[src/rtl/uart_boot_loader_if.sv]
// Memory write port from the UART boot loader to the CPU top.
// The loader drives it through the master modport; the consumer uses the slave modport.
interface uart_boot_loader_if;
  logic [31:0] UartData;
  logic [31:0] UartAddress;
  logic        UartWrite;
  logic        UartOver;

  modport master (output UartData, output UartAddress, output UartWrite, output UartOver);
  modport slave  (input  UartData, input  UartAddress, input  UartWrite, input  UartOver);
endinterface

[src/rtl/uart_boot_loader.sv]
// UART 8N1 receiver plus length-prefixed word loader that drives sequential memory writes.
// Optional trailing XOR checksum byte is enabled with macro UART_LOADER_CHECKSUM_EN.
module uart_boot_loader #(
  parameter int          CLKS_PER_BIT = 868,
  parameter logic [31:0] BASE_ADDR    = 32'h0000_0000,
  parameter int          MAX_WORDS    = 16384
) (
  input  logic                clk,
  input  logic                rst,
  input  logic                uart_rx,
  uart_boot_loader_if.master  mem,
  output logic                frame_err,
  output logic                load_err
);

  localparam int CW = $clog2(CLKS_PER_BIT);
  localparam logic [CW-1:0] HALF_M1 = CW'(CLKS_PER_BIT / 2 - 1);
  localparam logic [CW-1:0] FULL_M1 = CW'(CLKS_PER_BIT - 1);

  typedef enum logic [1:0] {RX_IDLE, RX_START, RX_DATA, RX_STOP} rx_state_e;
`ifdef UART_LOADER_CHECKSUM_EN
  typedef enum logic [1:0] {S_LEN, S_DATA, S_CHK, S_DONE} ld_state_e;
`else
  typedef enum logic [1:0] {S_LEN, S_DATA, S_DONE} ld_state_e;
`endif

  logic            rx_s1_q, rx_s2_q, rx_prev_q;
  rx_state_e       rx_state_q, rx_state_d;
  logic [CW-1:0]   cnt_q, cnt_d;
  logic [2:0]      bit_q, bit_d;
  logic [7:0]      shift_q, shift_d;
  logic            rx_valid_q, rx_valid_d;
  logic            ferr_q, ferr_d;

  ld_state_e       state_q, state_d;
  logic [1:0]      byte_idx_q, byte_idx_d;
  logic [31:0]     asm_q, asm_d, asm_s;
  logic [31:0]     remaining_q, remaining_d;
  logic [29:0]     word_idx_q, word_idx_d;
  logic [31:0]     data_q, data_d;
  logic [31:0]     addr_q, addr_d;
  logic            write_q, write_d;
  logic            over_q, over_d;
  logic            lerr_q, lerr_d;
`ifdef UART_LOADER_CHECKSUM_EN
  logic [7:0]      csum_q, csum_d;
`endif

  // Line synchronizer; rx_prev_q gives the falling-edge reference
  always_ff @(posedge clk) begin
    if (rst) begin
      rx_s1_q   <= 1'b1;
      rx_s2_q   <= 1'b1;
      rx_prev_q <= 1'b1;
    end else begin
      rx_s1_q   <= uart_rx;
      rx_s2_q   <= rx_s1_q;
      rx_prev_q <= rx_s2_q;
    end
  end

  // Receiver bit timing: half a bit to the start centre, then full bits
  always_comb begin
    rx_state_d = rx_state_q;
    cnt_d      = cnt_q;
    bit_d      = bit_q;
    shift_d    = shift_q;
    rx_valid_d = 1'b0;
    ferr_d     = 1'b0;
    case (rx_state_q)
      RX_IDLE: begin
        if (rx_prev_q && !rx_s2_q) begin
          rx_state_d = RX_START;
          cnt_d      = '0;
        end else begin
          rx_state_d = RX_IDLE;
        end
      end
      RX_START: begin
        if (cnt_q == HALF_M1) begin
          cnt_d      = '0;
          bit_d      = 3'd0;
          rx_state_d = rx_s2_q ? RX_IDLE : RX_DATA;
        end else begin
          cnt_d = cnt_q + CW'(1);
        end
      end
      RX_DATA: begin
        if (cnt_q == FULL_M1) begin
          cnt_d   = '0;
          shift_d = {rx_s2_q, shift_q[7:1]};
          if (bit_q == 3'd7) begin
            rx_state_d = RX_STOP;
          end else begin
            bit_d = bit_q + 3'd1;
          end
        end else begin
          cnt_d = cnt_q + CW'(1);
        end
      end
      RX_STOP: begin
        if (cnt_q == FULL_M1) begin
          cnt_d      = '0;
          rx_state_d = RX_IDLE;
          if (rx_s2_q) begin
            rx_valid_d = 1'b1;
          end else begin
            ferr_d = 1'b1;
          end
        end else begin
          cnt_d = cnt_q + CW'(1);
        end
      end
      default: rx_state_d = RX_IDLE;
    endcase
  end

  // Receiver state register
  always_ff @(posedge clk) begin
    if (rst) begin
      rx_state_q <= RX_IDLE;
      cnt_q      <= '0;
      bit_q      <= 3'd0;
      shift_q    <= 8'd0;
      rx_valid_q <= 1'b0;
      ferr_q     <= 1'b0;
    end else begin
      rx_state_q <= rx_state_d;
      cnt_q      <= cnt_d;
      bit_q      <= bit_d;
      shift_q    <= shift_d;
      rx_valid_q <= rx_valid_d;
      ferr_q     <= ferr_d;
    end
  end

  // Little-endian word assembly: byte k lands in bits [8k+7:8k]
  always_comb begin
    asm_s = asm_q;
    asm_s[{byte_idx_q, 3'b000} +: 8] = shift_q;
  end

  // Loader FSM: length word, data words, optional checksum, done
  always_comb begin
    state_d     = state_q;
    byte_idx_d  = byte_idx_q;
    asm_d       = asm_q;
    remaining_d = remaining_q;
    word_idx_d  = word_idx_q;
    data_d      = data_q;
    addr_d      = addr_q;
    write_d     = 1'b0;
    over_d      = (state_q == S_DONE);
    lerr_d      = lerr_q;
`ifdef UART_LOADER_CHECKSUM_EN
    csum_d      = csum_q;
`endif
    if (rx_valid_q && (state_q != S_DONE)) begin
      byte_idx_d = byte_idx_q + 2'd1;
      asm_d      = asm_s;
`ifdef UART_LOADER_CHECKSUM_EN
      csum_d     = csum_q ^ shift_q;
`endif
      case (state_q)
        S_LEN: begin
          if (byte_idx_q != 2'd3) begin
            state_d = S_LEN;
          end else if (asm_s == 32'd0) begin
            lerr_d = 1'b0;
`ifdef UART_LOADER_CHECKSUM_EN
            state_d = S_CHK;
`else
            state_d = S_DONE;
`endif
          end else if (asm_s > 32'(MAX_WORDS)) begin
            lerr_d = 1'b1;
`ifdef UART_LOADER_CHECKSUM_EN
            csum_d = 8'd0;
`endif
          end else begin
            lerr_d      = 1'b0;
            remaining_d = asm_s;
            state_d     = S_DATA;
          end
        end
        S_DATA: begin
          if (byte_idx_q == 2'd3) begin
            write_d     = 1'b1;
            data_d      = asm_s;
            addr_d      = BASE_ADDR + {word_idx_q, 2'b00};
            word_idx_d  = word_idx_q + 30'd1;
            remaining_d = remaining_q - 32'd1;
            if (remaining_q == 32'd1) begin
`ifdef UART_LOADER_CHECKSUM_EN
              state_d = S_CHK;
`else
              state_d = S_DONE;
`endif
            end else begin
              state_d = S_DATA;
            end
          end else begin
            state_d = S_DATA;
          end
        end
`ifdef UART_LOADER_CHECKSUM_EN
        S_CHK: begin
          byte_idx_d = 2'd0;
          if (shift_q == csum_q) begin
            state_d = S_DONE;
          end else begin
            lerr_d     = 1'b1;
            state_d    = S_LEN;
            word_idx_d = 30'd0;
            csum_d     = 8'd0;
          end
        end
`endif
        default: state_d = state_q;
      endcase
    end else begin
      state_d = state_q;
    end
  end

  // Loader state and registered outputs
  always_ff @(posedge clk) begin
    if (rst) begin
      state_q     <= S_LEN;
      byte_idx_q  <= 2'd0;
      asm_q       <= 32'd0;
      remaining_q <= 32'd0;
      word_idx_q  <= 30'd0;
      data_q      <= 32'd0;
      addr_q      <= BASE_ADDR;
      write_q     <= 1'b0;
      over_q      <= 1'b0;
      lerr_q      <= 1'b0;
`ifdef UART_LOADER_CHECKSUM_EN
      csum_q      <= 8'd0;
`endif
    end else begin
      state_q     <= state_d;
      byte_idx_q  <= byte_idx_d;
      asm_q       <= asm_d;
      remaining_q <= remaining_d;
      word_idx_q  <= word_idx_d;
      data_q      <= data_d;
      addr_q      <= addr_d;
      write_q     <= write_d;
      over_q      <= over_d;
      lerr_q      <= lerr_d;
`ifdef UART_LOADER_CHECKSUM_EN
      csum_q      <= csum_d;
`endif
    end
  end

  assign mem.UartData    = data_q;
  assign mem.UartAddress = addr_q;
  assign mem.UartWrite   = write_q;
  assign mem.UartOver    = over_q;
  assign frame_err       = ferr_q;
  assign load_err        = lerr_q;

endmodule

[src/flat_wrapper.sv]
// flat-port wrapper written by rule: the top's interface ports become plain ports
module uart_boot_loader_flat 
#(
  parameter int          CLKS_PER_BIT = 868,
  parameter logic [31:0] BASE_ADDR    = 32'h0000_0000,
  parameter int          MAX_WORDS    = 16384
)
  (clk, rst, uart_rx, frame_err, load_err, mem_UartData, mem_UartAddress, mem_UartWrite, mem_UartOver);
  uart_boot_loader_if mem_i ();
  input  logic clk;
  input  logic rst;
  input  logic uart_rx;
  output logic frame_err;
  output logic load_err;
  output wire logic [$bits(mem_i.UartData)-1:0] mem_UartData;
  output wire logic [$bits(mem_i.UartAddress)-1:0] mem_UartAddress;
  output wire logic [$bits(mem_i.UartWrite)-1:0] mem_UartWrite;
  output wire logic [$bits(mem_i.UartOver)-1:0] mem_UartOver;
  assign mem_UartData = mem_i.UartData;
  assign mem_UartAddress = mem_i.UartAddress;
  assign mem_UartWrite = mem_i.UartWrite;
  assign mem_UartOver = mem_i.UartOver;
  uart_boot_loader #(.CLKS_PER_BIT(CLKS_PER_BIT), .BASE_ADDR(BASE_ADDR), .MAX_WORDS(MAX_WORDS)) u_core (.clk(clk), .rst(rst), .uart_rx(uart_rx), .mem(mem_i), .frame_err(frame_err), .load_err(load_err));
endmodule
[config.mk]
export PLATFORM = sky130hd
export DESIGN_NAME = uart_boot_loader_flat
export DESIGN_NICKNAME = d
export VERILOG_FILES = /design/src/rtl/uart_boot_loader_if.sv /design/src/rtl/uart_boot_loader.sv /design/src/flat_wrapper.sv
export SDC_FILE = /design/constraint.sdc
export NUM_CORES = 1
export LEC_CHECK = 0
export BUFFER_PORTS_ARGS = -buffer_cell sky130_fd_sc_hd__buf_2
export CORE_ASPECT_RATIO = 1.75
export CORE_MARGIN = 2
export CORE_UTILIZATION = 40
export CTS_BUF_LIST = sky130_fd_sc_hd__clkbuf_8
export DETAILED_ROUTE_END_ITERATION = 8
export PLACE_DENSITY = 0.53
export SLEW_MARGIN = 5
export SYNTH_ARGS = -nofsm -noshare
export SYNTH_HDL_FRONTEND = slang
export SYNTH_SLANG_ARGS = --single-unit
[constraint.sdc]
create_clock -name clk -period 9.6 [get_ports clk]
set_input_delay 1.92 -clock clk [delete_from_list [all_inputs] [get_ports clk]]
set_output_delay 1.92 -clock clk [all_outputs]
set_load 0.02 [all_outputs]
==> impl_metrics.py, run 1 <==
metrics = {
    "run_status": {
        "status": "completed",
    },
    "worst_setup_path": {
        "cp-end-kind": "flop",
        "cp_data_arrival_time_ns": 4.80,
        "startpoint_type": "flop",
        "crit_type": "flop to flop",
        "worstPathRequired_ns": 10.03,
        "cp_max_fo": 17,
    },
    "timing": {
        "finalCritPeriodShare": 0.455,
        "slew_headroom": 0.241,
        "max_freq_ghz": 0.229,
        "setup_violations": 0,
        "final_hold_viol_count": 0,
        "rsz0062_at_grt": "no",
        "tns_ns": 0,
        "min_period_ns": 4.37,
        "tightest_slew_ns": 1.12,
        "finalClockSkew_ns": 0.0191,
        "slew_viol_final": 0,
    },
    "route": {
        "vias_per_cell": 5.57,
        "wirelength_um": 26200,
        "first_pass_iters": 6,
        "drc": 0,
        "routedWlPerCell_um": 18.3,
        "vias": 7983,
        "first_iter_violations": 518,
        "ant_nets": 0,
    },
    "logic_synthesis": {
        "synth_edf_count": 0,
        "synth.yosys.seq_area_share": 0.425,
        "syn_area_mm2": 0.00900,
        "syn_area_per_cell_um2": 8.09,
        "synth_cell_types": 69,
        "async_reset_ff_frac": 0,
        "yosys_warnings": 0,
        "ys_ff_latch": 191,
        "synth_area_leaders": "dfxtp_1, nor2_1, a21oi_1",
        "synth_flop_cell": "dfxtp_1",
        "synth_top_area_share": 0.425,
        "yosysTopAreaCell": "dfxtp_1",
        "synthCells": 1112,
    },
    "run": {
        "cap_viol_max_count": 0,
    },
    "global_route": {
        "gr-total-overflow": 0,
        "grt_max_degree": 91,
        "track_usage": 0.223,
        "antenna_found_initial": 0,
        "grt_pass1_wl_um": 42100,
        "grt_pass1_vias": 7672,
    },
    "finish": {
        "nets": 1142,
        "fill_cells": 2289,
        "drive_gt1_frac": 0.121,
        "antenna_cells": 0,
        "final_cell_area_mm2": 0.00989,
        "final_cells": 1434,
        "layout-area-overhead-vs-synth_pct": 9.87,
    },
    "placed_design": {
        "place.gp.congestion": 0.820,
        "place_hpwl_um": 18200,
        "dp_cells": 1403,
        "dpl-instance-area_mm2": 0.00947,
        "port_buffers": 68,
    },
    "power": {
        "comb_power_share": 0.019,
        "leakagePower_nw": 3.56,
        "power.density_mw_per_mm2": 141,
        "power_switching_share": 0.233,
        "seq_power_share": 0.570,
        "power.internal_w": 0.00107,
        "p_clk_frac": 0.411,
        "vdd_drop_max_mv": 0.0595,
        "switchingPower_w": 0.000325,
    },
    "cts": {
        "hold_buffers": 0,
        "cts_tree": "yes",
        "clkTransAtPathRegs_ns": 0.10,
        "post-cts-setup-buffers": 0,
        "cts_sinks": 191,
        "ctsRootBufferMaster": "clkbuf_8",
        "htreeDepth": 4,
        "cts_buffer_depth": 2,
        "insertion_delay_ns": 0.48,
        "cts_buffers": 17,
        "post_cts_resized": 0,
    },
    "floorplan": {
        "die-area_mm2": 0.0238,
        "row_count": 72,
        "coreArea_mm2": 0.0221,
        "die_w_um": 117,
        "start_util": 0.408,
        "io_pins": 71,
        "dieHeight_um": 202,
    },
    "hold_path": {
        "hp-class": "flop to flop",
    },
}
==> critical path: stages, from the launching register on <==
cell and delay, ns:
dfxtp_1 0.58, inv_1 0.15, ha_1 0.42, nor4bb_1 0.98
a22oi_1 0.32, nand3_1 0.27, nor4_4 0.09, o211a_1 0.29
o21ai_2 0.89, o221a_2 0.32
==> power groups by stage <==
stage	sequential (W)	combinational, W	clock, W
after floorplan	0.000812	0.0000204	0
after global placement	0.000813	0.0000267	0
after detailed placement	0.000813	0.0000265	0
after CTS	0.000794	0.0000266	0.000588
after global routing	0.000795	0.0000291	0.000619
final	0.000794	0.0000261	0.000574
==> placed cells by master, fill, tap and decap left out, types with 19 or more instances in the layout <==
cell type and count:
a21oi_1 101, o21ai_0 46, a211oi_1 65, nand3_1 24
dfxtp_1 191, inv_1 29, buf_2 67, nor3_1 26
nor2_1 166, nor2b_1 23, nand2_1 113, clkbuf_8 19
==> worst paths after layout <==
| kind | slack [ns] | start | cells past startpoint | endpoint |
|---|---|---|---|---|
| min | 0.42 | u_core.rx_s1_q$_SDFF_PP1_ | 1 | u_core.rx_s2_q$_SDFF_PP1_ |
| max reg2reg | 5.23 | u_core.byte_idx_q[0]$_SDFFE_PP0P_ | 9 | u_core.remaining_q[25]$_SDFFE_PP0P_ |
| max | 5.23 | u_core.byte_idx_q[0]$_SDFFE_PP0P_ | 9 | u_core.remaining_q[25]$_SDFFE_PP0P_ |
| min reg2reg | 0.42 | u_core.rx_s1_q$_SDFF_PP1_ | 1 | u_core.rx_s2_q$_SDFF_PP1_ |
==> layer usage <==
metal	GRT usage	up-vias	wire, um	share of wire
met5	0	-	0	0
met4	0.0818	0	652	0.025
met3	0.0339	42	664	0.025
met2	0.433	145	14600	0.56
met1	0.240	3803	10300	0.39
li1	-	3993	-	-
==> cells in the mapped netlist (7+ instances only) <==
master      n
a22oi_1    13
buf_1       7
o32ai_1     8
nand3_1    24
a211oi_1   65
or3_1      13
nor4_1     13
a221oi_1    7
o21ai_0    46
and3_1     13
nor2b_1    23
inv_1      29
a21oi_1   101
ha_1       13
clkbuf_1   67
xnor2_1    14
nor3b_1    11
mux2i_1    13
nor2_1    167
xor2_1      8
nand2_1   113
dfxtp_1   191
nand4_1     9
nor3_1     26
a31oi_1    15
==> sequential cells by signal, indices dropped and copies added (netlist names), named ones only <==
signal                  cells
u_core.asm_q               32
u_core.mem.UartData        32
u_core.remaining_q         32
u_core.mem.UartAddress     30
u_core.word_idx_q          30
u_core.cnt_q               10
u_core.shift_q              8
u_core.bit_q                3
u_core.byte_idx_q           2
u_core.state_q              2
u_core.frame_err            1
u_core.load_err             1
u_core.mem.UartOver         1
u_core.mem.UartWrite        1
u_core.rx_prev_q            1
u_core.rx_s1_q              1
u_core.rx_s2_q              1
u_core.rx_state_q           1
u_core.rx_valid_q           1
==> per-stage QoR <==
step / total power, W / utilization / setup WS, ns / hold WS, ns
after floorplan: 0.000832 / - / 6.53 / 0.389
after global placement: 0.000840 / 0.429 / 5.28 / 0.397
after detailed placement: 0.000839 / 0.429 / 5.20 / 0.394
after CTS: 0.00141 / 0.448 / 5.19 / 0.418
after global routing: 0.00144 / 0.448 / 4.96 / 0.436
final: 0.00139 / 0.448 / 5.23 / 0.417
==> cell families after synthesis <==
kind of cell | synth area share
and+or+nand+nor | 0.243
AOI/OAI and AO/OA | 0.225
DFF | 0.425
buffers and inverters | 0.0524
xor gates and xnor gates | 0.0214
adders and majority gates | 0.0181
muxes | 0.0145
other | 0.000417
==> cell type report <==
class                           instances  area (um2)  share of cell area
Clock buffer                           19         262              0.0264
Multi-Input combinational cell        806        4730               0.479
Sequential cell                       191        3820               0.387
Timing Repair Buffer                   79         429              0.0434
Inverter                               31         116              0.0118
Clock inverter                         12         155              0.0157
Tap cell                              296         370              0.0374
Note: power is estimated with default switching activity, not from simulation.
==> run 2: changes to the inputs <==
==> constraint.sdc (replaced) <==
create_clock -name clk -period 4.13 [get_ports clk]
set_input_delay 0.826 -clock clk [delete_from_list [all_inputs] [get_ports clk]]
set_output_delay 0.826 -clock clk [all_outputs]
set_load 0.02 [all_outputs]
==> impl_metrics.py, run 2 (synthesized netlist as in run 1, its figures left out) <==
metrics = {
    "global_route": {
        "track_usage": 0.223,
        "grt_pass1_wl_um": 42300,
        "grt_max_degree": 147,
        "antenna_found_initial": 0,
        "grt_pass1_vias": 7770,
        "gr-total-overflow": 0,
    },
    "placed_design": {
        "place_hpwl_um": 18300,
        "place_ws_ns": 0.408,
        "port_buffers": 68,
        "place.gp.congestion": 0.868,
    },
    "power": {
        "leakagePower_nw": 3.56,
        "vdd_drop_max_mv": 0.141,
        "power.density_mw_per_mm2": 308,
    },
    "run_status": {
        "status": "completed",
    },
    "timing": {
        "timing.final.ws_setup_ns": 0.400,
        "finalCritPeriodShare": 0.903,
        "min_period_ns": 3.73,
        "tightest_slew_ns": 0.819,
        "rsz0062_at_grt": "no",
        "slew_viol_final": 0,
        "setup_violations": 0,
        "max_freq_ghz": 0.268,
        "slew_headroom": 0.446,
        "tns_ns": 0,
        "finalClockSkew_ns": 0.0245,
        "final_hold_viol_count": 0,
    },
    "floorplan": {
        "io_pins": 71,
        "row_count": 72,
        "dieHeight_um": 202,
        "die_w_um": 117,
        "coreArea_mm2": 0.0221,
        "die-area_mm2": 0.0238,
        "start_util": 0.408,
    },
    "route": {
        "routedWlPerCell_um": 18.2,
        "vias_per_cell": 5.55,
        "ant_nets": 0,
        "drc": 0,
        "vias": 7981,
        "first_pass_iters": 5,
        "first_iter_violations": 547,
        "wirelength_um": 26200,
    },
    "cts": {
        "cts_buffers": 17,
        "cts_tree": "yes",
        "insertion_delay_ns": 0.49,
        "cts_buffer_depth": 2,
        "post-cts-setup-buffers": 0,
        "clkTransAtPathRegs_ns": 0.09,
        "htreeDepth": 4,
        "ctsRootBufferMaster": "clkbuf_8",
        "cts_sinks": 191,
    },
    "worst_setup_path": {
        "cp_data_arrival_time_ns": 4.07,
        "worstPathRequired_ns": 4.47,
        "cp-end-kind": "flop",
        "crit_type": "flop to flop",
        "cp_max_fo": 19,
        "startpoint_type": "flop",
    },
    "finish": {
        "drive_gt1_frac": 0.123,
        "nets": 1148,
        "antenna_cells": 0,
        "final_cell_mix": "dfxtp_1, nor2_1, nand2_1",
        "final_common_cell": "dfxtp_1",
        "fill_cells": 2252,
        "layout-area-overhead-vs-synth_pct": 9.69,
    },
    "run": {
        "cap_viol_max_count": 0,
    },
    "hold_path": {
        "hp-class": "flop to flop",
    },
}
-- run 2: timing repair --
action | in CTS | in global routing
resized for setup | 0 | 1
hold buffers | 0 | 0
endpoints found under the setup margin | 0 | 1
-- run 2: routing by layer --
metal / track usage / routed length (um)
met4: 0.0848 / 650
met2: 0.431 / 14500
met3: 0.0313 / 776
met5: 0 / 0
met1: 0.241 / 10200
-- run 2: path summary, 6_finish.rpt --
path         cells after the start  slack, ns                         startpoint                                   to
min reg2reg                      1       0.41          u_core.rx_s1_q$_SDFF_PP1_            u_core.rx_s2_q$_SDFF_PP1_
max reg2reg                      9       0.40  u_core.byte_idx_q[0]$_SDFFE_PP0P_  u_core.remaining_q[27]$_SDFFE_PP0P_
min                              1       0.41          u_core.rx_s1_q$_SDFF_PP1_            u_core.rx_s2_q$_SDFF_PP1_
max                              9       0.40  u_core.byte_idx_q[0]$_SDFFE_PP0P_  u_core.remaining_q[27]$_SDFFE_PP0P_
-- run 2: final cells by class --
cell class                 instances  area (um2)  share of cell area
clock buffer                      20         275              0.0279
multi-input combinational        806        4740               0.480
timing repair buffer              85         487              0.0493
clock inverter                     9        63.8             0.00646
inverter                          31         116              0.0118
sequential                       191        3820               0.387
tap                              296         370              0.0375
-- run 2: report_power, final --
part	leakage (nW)	internal (W)	total [W]	switching, W
Sequential	1.54	0.00184	0.00185	0.00000320
Clock	0.175	0.000456	0.00113	0.000678
Combinational	1.84	0.0000122	0.0000611	0.0000489
-- run 2: worst max-delay path: stages (launching register included) --
cell      delay, ns
dfxtp_1        0.56
inv_1          0.16
ha_1           0.42
and4b_1        0.36
a22o_1         0.25
or4_4          0.55
nor3_4         0.24
o211ai_4       0.27
a21oi_2        0.58
a311oi_1       0.19
-- run 2: stage by stage --
stage / instance area, um2 / power, W / hold WS (ns) / instances / utilization
after floorplan: 9000 / 0.00193 / 0.389 / 1113 / -
after global placement: 9530 / 0.00195 / 0.395 / 1409 / 0.432
after detailed placement: 9530 / 0.00195 / 0.395 / 1409 / 0.432
after CTS: 9870 / 0.00308 / 0.418 / 1438 / 0.447
after global routing: 9870 / 0.00315 / 0.433 / 1438 / 0.447
final: 9870 / 0.00304 / 0.415 / 1438 / 0.447
